**config.mk**
```make
export PLATFORM = sky130hd
export DESIGN_NAME = spi_slave_sync
export DESIGN_NICKNAME = d
export VERILOG_FILES = /design/src/rtl/spi_slave_sync.sv
export SDC_FILE = /design/constraint.sdc
export NUM_CORES = 1
export LEC_CHECK = 0
export CAP_MARGIN = 10
export CORE_UTILIZATION = 30
export CTS_BUF_LIST = sky130_fd_sc_hd__clkbuf_2 sky130_fd_sc_hd__clkbuf_4 sky130_fd_sc_hd__clkbuf_8
export CTS_CLUSTER_SIZE = 40
export DETAILED_ROUTE_END_ITERATION = 8
export PLACE_DENSITY_LB_ADDON = 0.3
export SLEW_MARGIN = 20
export SYNTH_ARGS = -nofsm -noshare
export SYNTH_HDL_FRONTEND = slang
export SYNTH_SLANG_ARGS = --single-unit
```
**constraint.sdc**
```tcl
create_clock -name P_CLK -period 2.74 [get_ports P_CLK]
set_clock_uncertainty 0.05 [all_clocks]
set_input_delay 0.411 -clock P_CLK [delete_from_list [all_inputs] [get_ports P_CLK]]
set_output_delay 0.411 -clock P_CLK [all_outputs]
set_load 0.01 [all_outputs]
```
**src/rtl/spi_slave_sync.sv**
```systemverilog
// SPI slave with every input sampled in the P_CLK domain.
// S_CLK, i_SS and i_MOSI each pass through a synchroniser, then an edge detector.
// CPOL, CPHA, word width and bit order are set by parameters.
// A TX holding register with a valid/ready handshake supplies transmit words.
// Several words can follow each other inside one slave-select frame.
module spi_slave_sync #(
  parameter int unsigned DATA_W      = 8,
  parameter bit          CPOL        = 1'b1,
  parameter bit          CPHA        = 1'b0,
  parameter bit          MSB_FIRST   = 1'b1,
  parameter int unsigned SYNC_STAGES = 2
) (
  input  logic              P_CLK,
  input  logic              reset,
  input  logic              S_CLK,
  input  logic              i_SS,
  input  logic              i_MOSI,
  output logic              o_MISO,
  output logic              o_MISO_OE,
  input  logic [DATA_W-1:0] i_TX_DATA,
  input  logic              i_TX_VALID,
  output logic              o_TX_READY,
  output logic [DATA_W-1:0] o_RX_DATA,
  output logic              o_RX_DV,
  output logic              o_TX_UNDERRUN,
  output logic              o_FRAME_ERR
);

  localparam int unsigned CNT_W = (DATA_W > 2) ? $clog2(DATA_W) : 1;

  typedef enum logic [0:0] {
    StIdle,
    StShift
  } state_e;

  // Synchronisers plus one extra copy of each last stage, used for edge detection
  logic [SYNC_STAGES-1:0] r_sclk_sync;
  logic [SYNC_STAGES-1:0] r_ss_sync;
  logic [SYNC_STAGES-1:0] r_mosi_sync;
  logic                   r_sclk_prev;
  logic                   r_ss_prev;

  // Datapath state
  state_e             r_state;
  logic [DATA_W-1:0]  r_tx_shift;
  logic [DATA_W-1:0]  r_rx_shift;
  logic [DATA_W-1:0]  r_hold;
  logic               r_hold_full;
  logic [CNT_W-1:0]   r_bit_cnt;
  logic               r_fresh;
  logic [DATA_W-1:0]  r_rx_data;
  logic               r_rx_done;
  logic               r_rx_dv;
  logic               r_underrun;
  logic               r_frame_err;
  logic               r_miso;

  // Next-state values and decoded events
  state_e             w_state_next;
  logic [DATA_W-1:0]  w_tx_next;
  logic [DATA_W-1:0]  w_rx_next;
  logic [DATA_W-1:0]  w_hold_next;
  logic               w_hold_full_next;
  logic [CNT_W-1:0]   w_cnt_next;
  logic               w_fresh_next;
  logic [DATA_W-1:0]  w_rx_data_next;
  logic               w_rx_done;
  logic               w_underrun;
  logic               w_frame_err;
  logic               w_load;
  logic               w_miso_next;

  logic w_sclk;
  logic w_ss;
  logic w_mosi;
  logic w_lead;
  logic w_trail;
  logic w_sample_edge;
  logic w_shift_edge;
  logic w_ss_fall;
  logic w_ss_rise;

  assign w_sclk = r_sclk_sync[SYNC_STAGES-1];
  assign w_ss   = r_ss_sync[SYNC_STAGES-1];
  assign w_mosi = r_mosi_sync[SYNC_STAGES-1];

  // Leading edge leaves the idle level; trailing edge returns to it
  assign w_lead        = (r_sclk_prev == CPOL) && (w_sclk != CPOL);
  assign w_trail       = (r_sclk_prev != CPOL) && (w_sclk == CPOL);
  assign w_sample_edge = CPHA ? w_trail : w_lead;
  assign w_shift_edge  = CPHA ? w_lead : w_trail;
  assign w_ss_fall     = r_ss_prev & ~w_ss;
  assign w_ss_rise     = ~r_ss_prev & w_ss;

  // Synchronise the asynchronous pins and keep the previous synced level
  always_ff @(posedge P_CLK) begin
    if (!reset) begin
      r_sclk_sync <= {SYNC_STAGES{CPOL}};
      r_ss_sync   <= {SYNC_STAGES{1'b1}};
      r_mosi_sync <= '0;
      r_sclk_prev <= CPOL;
      r_ss_prev   <= 1'b1;
    end else begin
      r_sclk_sync <= {r_sclk_sync[SYNC_STAGES-2:0], S_CLK};
      r_ss_sync   <= {r_ss_sync[SYNC_STAGES-2:0], i_SS};
      r_mosi_sync <= {r_mosi_sync[SYNC_STAGES-2:0], i_MOSI};
      r_sclk_prev <= w_sclk;
      r_ss_prev   <= w_ss;
    end
  end

  // Next-state logic: FSM, shift registers, bit counter, holding register, event pulses
  always_comb begin
    w_state_next     = r_state;
    w_tx_next        = r_tx_shift;
    w_rx_next        = r_rx_shift;
    w_hold_next      = r_hold;
    w_hold_full_next = r_hold_full;
    w_cnt_next       = r_bit_cnt;
    w_fresh_next     = r_fresh;
    w_rx_data_next   = r_rx_data;
    w_rx_done        = 1'b0;
    w_underrun       = 1'b0;
    w_frame_err      = 1'b0;
    w_load           = 1'b0;

    unique case (r_state)
      StIdle: begin
        if (w_ss_fall) begin
          w_state_next = StShift;
          w_load       = 1'b1;
        end
      end
      StShift: begin
        if (w_ss_rise) begin
          // A deselect in the middle of a word drops the word; the holding register is kept
          w_state_next = StIdle;
          w_frame_err  = (r_bit_cnt != '0);
          w_tx_next    = '0;
          w_rx_next    = '0;
          w_cnt_next   = '0;
        end else if (w_sample_edge) begin
          w_rx_next    = MSB_FIRST ? {r_rx_shift[DATA_W-2:0], w_mosi}
                                   : {w_mosi, r_rx_shift[DATA_W-1:1]};
          w_fresh_next = 1'b0;
          if (r_bit_cnt == CNT_W'(DATA_W - 1)) begin
            w_cnt_next     = '0;
            w_rx_data_next = w_rx_next;
            w_rx_done      = 1'b1;
            w_load         = 1'b1;
          end else begin
            w_cnt_next = r_bit_cnt + CNT_W'(1);
          end
        end else if (w_shift_edge && !r_fresh) begin
          // While the word is still fresh, its first bit stays on the line
          w_tx_next = MSB_FIRST ? {r_tx_shift[DATA_W-2:0], 1'b0}
                                : {1'b0, r_tx_shift[DATA_W-1:1]};
        end
      end
      default: w_state_next = StIdle;
    endcase

    // Loading uses only what the holding register held before this cycle
    if (w_load) begin
      if (r_hold_full) begin
        w_tx_next        = r_hold;
        w_hold_full_next = 1'b0;
      end else begin
        w_tx_next  = '0;
        w_underrun = 1'b1;
      end
      w_fresh_next = 1'b1;
      w_cnt_next   = '0;
    end

    // A write is accepted only while the holding register is empty, so it never overlaps a drain
    if (i_TX_VALID && !r_hold_full) begin
      w_hold_next      = i_TX_DATA;
      w_hold_full_next = 1'b1;
    end

    w_miso_next = 1'b0;
    if (r_state == StShift) begin
      w_miso_next = MSB_FIRST ? r_tx_shift[DATA_W-1] : r_tx_shift[0];
    end
  end

  // Register the FSM state, datapath and output pulses
  always_ff @(posedge P_CLK) begin
    if (!reset) begin
      r_state     <= StIdle;
      r_tx_shift  <= '0;
      r_rx_shift  <= '0;
      r_hold      <= '0;
      r_hold_full <= 1'b0;
      r_bit_cnt   <= '0;
      r_fresh     <= 1'b0;
      r_rx_data   <= '0;
      r_rx_done   <= 1'b0;
      r_rx_dv     <= 1'b0;
      r_underrun  <= 1'b0;
      r_frame_err <= 1'b0;
      r_miso      <= 1'b0;
    end else begin
      r_state     <= w_state_next;
      r_tx_shift  <= w_tx_next;
      r_rx_shift  <= w_rx_next;
      r_hold      <= w_hold_next;
      r_hold_full <= w_hold_full_next;
      r_bit_cnt   <= w_cnt_next;
      r_fresh     <= w_fresh_next;
      r_rx_data   <= w_rx_data_next;
      r_rx_done   <= w_rx_done;
      r_rx_dv     <= r_rx_done;
      r_underrun  <= w_underrun;
      r_frame_err <= w_frame_err;
      r_miso      <= w_miso_next;
    end
  end

  assign o_MISO        = r_miso;
  assign o_MISO_OE     = (r_state == StShift);
  assign o_TX_READY    = ~r_hold_full;
  assign o_RX_DATA     = r_rx_data;
  assign o_RX_DV       = r_rx_dv;
  assign o_TX_UNDERRUN = r_underrun;
  assign o_FRAME_ERR   = r_frame_err;

endmodule

```
=== Word-level counts from Yosys, hierarchy flattened ===
Index checks and enable logic that the tools add are counted.

* Bits in registers: 50
* Bits in latches: 0
* Bits in writable memories: 0
* Memory bits (read-only): 0
* Input bits: 14
* Output and inout port bits: 14
* Word-level logic and storage cells: 77
* Memories kept: 0

* $add $sub $neg: 1
* Multiply operators: 0
* Divide/modulo/power cells: 0
* $lt $le $gt $ge: 0
* Eq/ne operators: 3
* Shift-type cells: 0
* Muxes and demuxes: 25
* Bitwise gates (word level): 10
* Reductions and logical operators: 20

{| class="wikitable"
|+ Operators by type and width
! operator !! number
|-
| 8-bit two-way mux || 6
|-
| 7-bit two-way mux || 2
|-
| 1-bit two-way mux || 12
|-
| 3-bit two-way mux || 3
|-
| 3-bit AND reduction || 3
|-
| 1-bit NOT || 8
|-
| 2-bit nonzero test || 4
|-
| 2-bit AND reduction || 3
|-
| 3-bit nonzero test || 2
|-
| 1-bit logical AND || 4
|-
| 1-bit case mux with 2 select lines || 2
|-
| 4-bit AND reduction || 1
|-
| 3-bit by 1-bit adder with 3-bit output (second input constant) || 1
|-
| 3-bit == test (second input constant) || 1
|-
| 3-bit by 2-bit inequality test with 1-bit output (second input constant) || 1
|-
| 1-bit AND || 2
|-
| 1-bit logical NOT || 2
|-
| 2-bit inequality test (second input constant) || 1
|-
| 2-bit OR reduction || 1
|}

=== Logic depth before layout (Yosys ltp) ===
Gate-level depths: netlist of run 1.

* Depth after elaboration: 8
* Gate-level depth with buffers: 7
* Mapped depth without buffers: 6

=== Worst setup path before layout of run 1 ===
OpenSTA, ideal clock, no wires.

* Kind: flip-flop to flip-flop
* Start: register r_bit_cnt[0]
* End: register r_tx_shift[1]
* Library setup time: 0.118 ns
* Data arrival time: 1.379 ns
* Data required time: 2.572 ns
* Setup slack: 1.193 ns
* Cell stages (with the launch flop): 8
* Buffers on the path: 1
* Period minus slack after synthesis: 1.547 ns
* Path through: dfxtp_1 -> ha_1 -> ha_1 -> nand4b_1 -> o21a_1 -> buf_4 -> mux2i_1 -> o2bb2ai_1

* Longest elaborated chain between the ends: 7
* Elaborated cells between the ends (all ways): 10
* Those cells by class: eq/ne (2); mux (5); reduce/logical (3)

{| class="wikitable"
|+ RTL lines
! item !! RTL line !! text
|-
| from (decl) || 49 || <nowiki>logic [CNT_W-1:0] r_bit_cnt;</nowiki>
|-
| from (signal assigned) || 210 || <nowiki>r_bit_cnt <= w_cnt_next;</nowiki>
|-
| 3-bit == test * || 146 || <nowiki>if (r_bit_cnt == CNT_W'(DATA_W - 1)) begin</nowiki>
|-
| 1-bit two-way mux * || 146 ||
|-
| 1-bit two-way mux * (2 in a row) || -- ||
|-
| 1-bit case mux with 2 select lines * || 127 || <nowiki>unique case (r_state)</nowiki>
|-
| 3-bit by 2-bit inequality test with 1-bit output (no line), or another cell as far along || -- ||
|-
| 3-bit AND reduction (no line) || -- ||
|-
| to (signal assigned) || 206 || <nowiki>r_tx_shift <= w_tx_next;</nowiki>
|-
| to (decl) || 45 || <nowiki>logic [DATA_W-1:0] r_tx_shift;</nowiki>
|}

Every way passes the cells marked *; elsewhere a longest branch is shown, timed or not.
A chain may end at the register's enable or synchronous reset.

=== Final worst setup path of run 1 ===
* Start: register r_bit_cnt[0]
* End: register r_tx_shift[3]

The elaborated chain is that of the path after synthesis.

==> impl_metrics.tcl, run 1 <==
set metrics [dict create \
    synth-seq-cells 50 \
    core_um2 6420 \
    tightest_slew_ps 656 \
    clkSinkCount 50 \
    drc 1 \
    synth_top_area_frac 0.497 \
    crit_path_max_fanout 13 \
    cts_hold_buf 0 \
    start_util 0.313 \
    synth_async_sr_flop_share 0 \
    total_power_mw 1.37 \
    die_area_um2 7040 \
    critPathCaptureType "flop" \
    status "finished with violations" \
    die_h_um 83.9 \
    p_seq_frac 0.552 \
    first_pass_iters 6 \
    p_clk_frac 0.380 \
    p_per_area_nw_per_um2 567 \
    rsz0062_at_grt "false" \
    syn_to_final_growth_pct 20.4 \
    peakVddDrop_v 0.000371 \
    synth-edff-count 0 \
    grt_max_degree 21 \
    slew_headroom 0.562 \
    avgSynthCellArea_um2 9.92 \
    drv_cap 0 \
    wl_met1_mm 2.10 \
    combinationalPowerShare 0.068 \
    diodes 0 \
    grt_pass1_wl_mm 6.64 \
    ant_nets 0 \
    htree_levels 2 \
    postCtsResizedCells 0 \
    gp_congestion 0.702 \
    violations "DRC" \
    final_nets 243 \
    synth_area_um2 2010 \
    yosysWarnings 0 \
    clock_latency_ps 290 \
    ys_top_cells_by_area "dfxtp_1, a21boi_1, nand2_1, mux2i_1, and2_1" \
    ios 28 \
    syn_inst 203 \
    core.rowCount 29 \
    io_buffers 27 \
    wl_mm 3.84 \
    numCtsBuffers 5 \
    drive_gt1_frac 0.0661 \
    yosysUniqueCellTypes 38 \
    fin_crit_sh 0.730 \
    top_layer "met4" \
    setup_viol_count_final 0 \
    wl_met2_mm 1.58 \
    antenna_found_initial 0 \
    yosysTopAreaCell "dfxtp_1" \
    clk_pin_slew_ps 90 \
    leakagePower_nw 0.916 \
    switchingPower_mw 0.289 \
    synth_nets 220 \
    wl_per_cell_um 12.6 \
    hold_viol_final 0 \
    wl_met3_um 116 \
    fin_crit_ps 2000 \
    cts_buffer_depth 2 \
    cts_root_buffer "clkbuf_8" \
    dp_hpwl_mm 2.57 \
    swShare 0.210 \
    grt_use_total 0.117 \
    overflow 0 \
    cts_tree "built" \
    holdCritPathClass "flop to flop" \
    final_max_slew_viol_count 0 \
    viasPerCell 4.79 \
    crit_type "flop to flop" \
    worstSetupStartpointType "flop" \
    postCtsSetupRepairBufs 0 \
    synth_flop_cell "dfxtp_1" \
    grt_pass1_vias 1387 \
    seq_area_frac_synth 0.497 \
    via_count 1455 \
    p_int_mw 1.09 \
    drt_iter0_markers 87 \
    die_x_um 83.9 \
    fin_tns_setup_ps 0 \
    cp_data_arrival_time_ps 2140 \
    worst-endpoint-required_ps 2880 \
    max_freq_mhz 500 \
]
[final timing paths]
kind	start	to	slack (ps)	cells past startpoint
min	r_sclk_sync[0]	r_sclk_sync[1]	360	1
max	r_bit_cnt[0]	r_tx_shift[3]	740	6
min reg2reg	r_sclk_sync[0]	r_sclk_sync[1]	360	1
max reg2reg	r_bit_cnt[0]	r_tx_shift[3]	740	6
[synthesized netlist by cell type (3+ instances only)]
cell	number
inv_1	3
a22o_1	3
nand2b_1	10
ha_1	3
dfxtp_1	50
o2bb2ai_1	7
mux2i_1	7
and3_1	6
nand2_1	27
nand3_1	9
a22oi_1	7
clkbuf_1	6
and2_1	11
a21boi_1	17
buf_6	4
nor2b_1	10
[critical path, cell delays in order, from the launching register on]
cell	delay, ps
dfxtp_1	340
ha_1	200
ha_1	340
nand4b_1	220
o21a_1	410
mux2i_1	250
o2bb2ai_1	90
[through the flow]
stage	hold slack, ps	utilization	setup WS (ps)	cells	cell area [um2]
after floorplan	336	-	1190	203	2010
after global placement	339	0.360	798	296	2310
after detailed placement	347	0.360	746	296	2310
after CTS	369	0.378	727	304	2420
after global routing	382	0.378	572	304	2420
final	364	0.378	740	304	2420
[sequential cells by signal (all words and copies together), names as in the netlist]
register	count
r_rx_done	1
r_bit_cnt	3
r_sclk_sync	2
r_fresh	1
r_ss_prev	1
o_RX_DV	1
o_FRAME_ERR	1
r_ss_sync	2
o_MISO	1
r_sclk_prev	1
o_TX_UNDERRUN	1
r_hold_full	1
o_RX_DATA	8
o_MISO_OE	1
r_rx_shift	7
r_mosi_sync	2
r_hold	8
r_tx_shift	8
[area by class of cell]
class / count / area (um2)
Multi-Input combinational cell: 137 / 917
Clock buffer: 7 / 83.8
Tap cell: 77 / 96.3
Sequential cell: 50 / 1000
Clock inverter: 1 / 30.0
Timing Repair Buffer: 29 / 285
Inverter: 3 / 11.3
Fill cell: 636 / 4000
[power by group through the flow]
stage	registers [mW]	logic [mW]	clock network, mW
2_1_floorplan	0.767	0.0642	0
3_3_place_gp	0.775	0.0943	0
3_5_place_dp	0.775	0.0952	0
4_1_cts	0.758	0.0957	0.538
5_1_grt	0.762	0.105	0.568
6_report	0.758	0.0938	0.523
[per-layer routing]
layer  GRT usage  vias to the layer above
li1            -                      743
met1       0.168                      687
met2       0.171                       21
met3      0.0257                        4
met4      0.0376                        0
met5           0                        -
[cell families after synthesis]
family | after synthesis | share of synthesized area
buf+inv | 16 | 0.0472
simple gates | 83 | 0.227
fa+ha+maj | 3 | 0.0186
compound gates | 44 | 0.175
flops | 50 | 0.497
mux | 7 | 0.0348
[placed cells by master, fill, tap and decap left out, types with 5 or more instances in the layout]
cell              n
nand2b_1         10
clkbuf_8          5
a21boi_1         17
mux2i_1           7
and2_1           11
a22oi_1           7
nand2_1          27
dfxtp_1          50
and3_1            6
nand3_1           9
nor2b_1          10
o2bb2ai_1         7
clkdlybuf4s50_1  27
Note: power is estimated with default switching activity, not from simulation.
==> run 2: changes to the inputs <==
clock period = 1.76 ns   (was 2.74 ns; I/O delays follow)
==> impl_metrics.tcl, run 2 (synthesis results as in run 1) <==
set metrics [dict create \
    drv_cap 0 \
    leakagePower_nw 0.974 \
    worstSetupStartpointType "flop" \
    clock_latency_ps 300 \
    via_count 1479 \
    final_common_cell "dfxtp_1" \
    io_buffers 27 \
    worst-endpoint-required_ps 1450 \
    start_util 0.313 \
    critPathSlowestCell "clkdlybuf4s50_1" \
    crit_path_max_fanout 13 \
    setup_viol_count_final 0 \
    ant_nets 0 \
    gp_congestion 0.698 \
    numCtsBuffers 5 \
    final_cell_mix "dfxtp_1, nand2_1, clkdlybuf4s50_1" \
    viasPerCell 4.71 \
    grt_pass1_wl_mm 6.55 \
    r2r_end "r_bit_cnt[0]" \
    critPathTopFamily "buffers and inverters" \
    fin_tns_setup_ps 0 \
    peakVddDrop_v 0.000332 \
    holdPathStages 1 \
    hold_path.startpoint "r_sclk_sync[0]" \
    status "finished with violations" \
    fin_area_um2 2510 \
    wl_per_cell_um 11.9 \
    r2r_slack_ps 120 \
    htree_levels 2 \
    violations "DRC" \
    slew_headroom 0.752 \
    die_h_um 83.9 \
    core_um2 6420 \
    first_pass_iters 6 \
    max_freq_mhz 601 \
    crit_chain "clkdlybuf4s50_1" \
    grt_max_degree 24 \
    final_max_slew_viol_count 0 \
    place_area_um2 2390 \
    fin_crit_sh 0.945 \
    tightest_slew_ps 372 \
    antenna_found_initial 0 \
    diodes 0 \
    ios 28 \
    wl_mm 3.74 \
    worst-path-buf-inv 1 \
    cts_hold_buf 0 \
    max_stage_delay_ps 590 \
    rsz0062_at_grt "false" \
    final_nets 253 \
    drt_iter0_markers 78 \
    critPathCaptureType "primary output" \
    reg2reg_from "r_bit_cnt[0]" \
    die_area_um2 7040 \
    grt_pass1_vias 1391 \
    reg2reg_depth 6 \
    hold_viol_final 0 \
    dp_hpwl_mm 2.62 \
    die_x_um 83.9 \
    hold_end "r_sclk_sync[1]" \
    p_per_area_nw_per_um2 801 \
    fin_util 0.391 \
    clkSinkCount 50 \
    crit_type "flop to primary output" \
    cts_buffer_depth 2 \
    total_power_mw 2.01 \
    overflow 0 \
    syn_to_final_growth_pct 24.6 \
    cts_root_buffer "clkbuf_8" \
    holdCritPathClass "flop to flop" \
    cts_tree "built" \
    drive_gt1_frac 0.118 \
    cp_data_arrival_time_ps 1350 \
    clk_pin_slew_ps 90 \
    grt_use_total 0.117 \
    core.rowCount 29 \
    fin_crit_ps 1660 \
    drc 1 \
]
run 2: timing repair:
item,4_1_cts,5_1_grt
pin swaps,0,1
resized for setup,1,4
setup endpoints to repair,1,9
setup buffers,0,1
endpoints found under the hold margin,0,0
run 2: area by class of cell:
type	instances	area [um2]
clock inverters	2	13.8
multi-input cells	137	933
fillers	668	3910
well taps	77	96.3
repair buffers	39	373
flip-flops and latches	50	1000
inverters	3	11.3
clock buffers	6	76.3
run 2: per-layer routing:
| metal | part of all wire | track usage | vias to the layer above | wire length, um |
|---|---|---|---|---|
| li1 | - | - | 766 | - |
| met2 | 0.42 | 0.163 | 22 | 1550 |
| met3 | 0.039 | 0.0326 | 6 | 147 |
| met4 | 0.019 | 0.0564 | 0 | 70 |
| met1 | 0.53 | 0.164 | 685 | 1960 |
| met5 | 0 | 0 | - | 0 |
run 2: how the worst max path moves through the flow:
stage                      start            end  slack [ps]  depth (start not counted)
global route        r_bit_cnt[0]   r_bit_cnt[2]          10                          6
detailed placement  r_bit_cnt[0]  r_tx_shift[4]          90                          6
CTS                  r_hold_full     o_TX_READY          20                          2
floorplan           r_bit_cnt[0]  r_tx_shift[1]         210                          7
global placement    r_bit_cnt[0]  r_tx_shift[6]         120                          6
finish                 o_MISO_OE      o_MISO_OE         100                          1
run 2: per-stage QoR:
step,setup WS (ps),hold slack (ps),cells
CTS,17.0,366,313
finish,97.2,364,314
floorplan,213,315,203
global placement,117,340,305
global route,13.1,397,314
detailed placement,94.6,346,305
run 2: power by group:
part / switching (mW) / internal [mW]
clock network: 0.370 / 0.296
logic: 0.0716 / 0.0931
registers: 0.0223 / 1.16
total: 0.464 / 1.55
==> run 3: changes to the inputs <==
TNS_END_PERCENT = 10   (was not set)
==> impl_metrics.tcl, run 3 (synthesis results as in run 1) <==
set metrics [dict create \
    status "finished with violations" \
    violations "DRC" \
    crit_type "flop to primary output" \
    setup_viol_count_final 0 \
    total_power_mw 2.01 \
    diodes 0 \
    final_nets 252 \
    clock_latency_ps 300 \
    cts_hold_buf 0 \
    dp_hpwl_mm 2.62 \
    peakVddDrop_v 0.000332 \
    syn_to_final_growth_pct 23.4 \
    cts_tree "built" \
    drive_gt1_frac 0.114 \
    critPathCaptureType "primary output" \
    finalNonFillerCells 313 \
    final_cell_mix "dfxtp_1, nand2_1, clkdlybuf4s50_1" \
    fin_crit_sh 0.944 \
    dpl.cell_count 305 \
    drt_iter0_markers 58 \
    fin_util 0.387 \
    postCtsSetupRepairBufs 0 \
    cts_root_buffer "clkbuf_8" \
    ant_nets 0 \
    core_um2 6420 \
    fin_crit_ps 1660 \
    place_area_um2 2390 \
    tightest_slew_ps 421 \
    viasPerCell 4.71 \
    slew_headroom 0.718 \
    worst-endpoint-required_ps 1450 \
    htree_levels 2 \
    critPathTopFamily "buffers and inverters" \
    fillers 669 \
    leakagePower_nw 0.957 \
    wl_per_cell_um 12.0 \
    grt_use_total 0.117 \
    critPathSlowestCell "clkdlybuf4s50_1" \
    multi_input_area_um2 917 \
    numCtsBuffers 5 \
    drv_cap 0 \
    fin_tns_setup_ps 0 \
    worstSetupStartpointType "flop" \
    final_common_cell "dfxtp_1" \
    worst-path-buf-inv 1 \
    start_util 0.313 \
    cp_data_arrival_time_ps 1350 \
    die_h_um 83.9 \
    grt_pass1_wl_mm 6.55 \
    max_stage_delay_ps 590 \
    clkSinkCount 50 \
    fin_area_um2 2480 \
    gp_congestion 0.698 \
    die_area_um2 7040 \
    wl_mm 3.75 \
    clk_pin_slew_ps 90 \
    p_per_area_nw_per_um2 807 \
    overflow 0 \
    ios 28 \
    via_count 1475 \
    hold_viol_final 0 \
    cts_buffer_depth 2 \
    drc 1 \
    rsz0062_at_grt "false" \
    grt_pass1_vias 1391 \
    crit_chain "clkdlybuf4s50_1" \
    max_freq_mhz 602 \
    seq_area_um2 1000 \
    die_x_um 83.9 \
    io_buffers 27 \
    final_max_slew_viol_count 0 \
    grt_max_degree 24 \
    antenna_found_initial 0 \
    holdCritPathClass "flop to flop" \
    first_pass_iters 6 \
    crit_path_max_fanout 13 \
    core.rowCount 29 \
]
-- run 3: cell count changes in the layout (fill, tap and decap cells not counted), sizes merged --
| cell | delta |
|---|---|
| buf | -1 |
-- run 3: cell type report --
type	instances	area share
repair buffers	38	0.147
flip-flops and latches	50	0.404
inverters	3	0.00453
multi-input cells	137	0.369
clock buffers	6	0.0307
clock inverters	2	0.00554
well taps	77	0.0388
-- run 3: final timing paths --
kind / start / end / slack [ps] / depth (start not counted)
hold / removal: r_sclk_sync[0] / r_sclk_sync[1] / 360 / 1
hold reg to reg: r_sclk_sync[0] / r_sclk_sync[1] / 360 / 1
setup reg to reg: r_bit_cnt[0] / r_tx_shift[6] / 110 / 6
setup / recovery: o_MISO_OE / o_MISO_OE / 100 / 1
-- run 3: repair_timing --
action	CTS	global route
hold endpoints to repair	0	0
endpoints found under the setup margin	1	9
pin swaps	0	1
resized for setup	1	2
-- run 3: through the flow --
step,setup WS [ps],hold WS (ps)
after floorplan,213,315
after global placement,117,340
after detailed placement,94.6,346
after CTS,17.0,366
after global routing,3.43,397
final,98.6,363
-- run 3: power by group --
group | switching, mW | total [mW] | leakage, nW | internal (mW)
registers | 0.0222 | 1.18 | 0.407 | 1.16
clock network | 0.369 | 0.665 | 0.0486 | 0.296
logic | 0.0701 | 0.160 | 0.501 | 0.0903
-- run 3: routing by layer --
metal	vias up	routed length, um	global-route usage	part of all wire
met1	681	1980	0.164	0.53
met4	0	72	0.0564	0.019
met5	-	0	0	0
met3	7	144	0.0326	0.038
li1	766	-	-	-
met2	21	1550	0.163	0.41
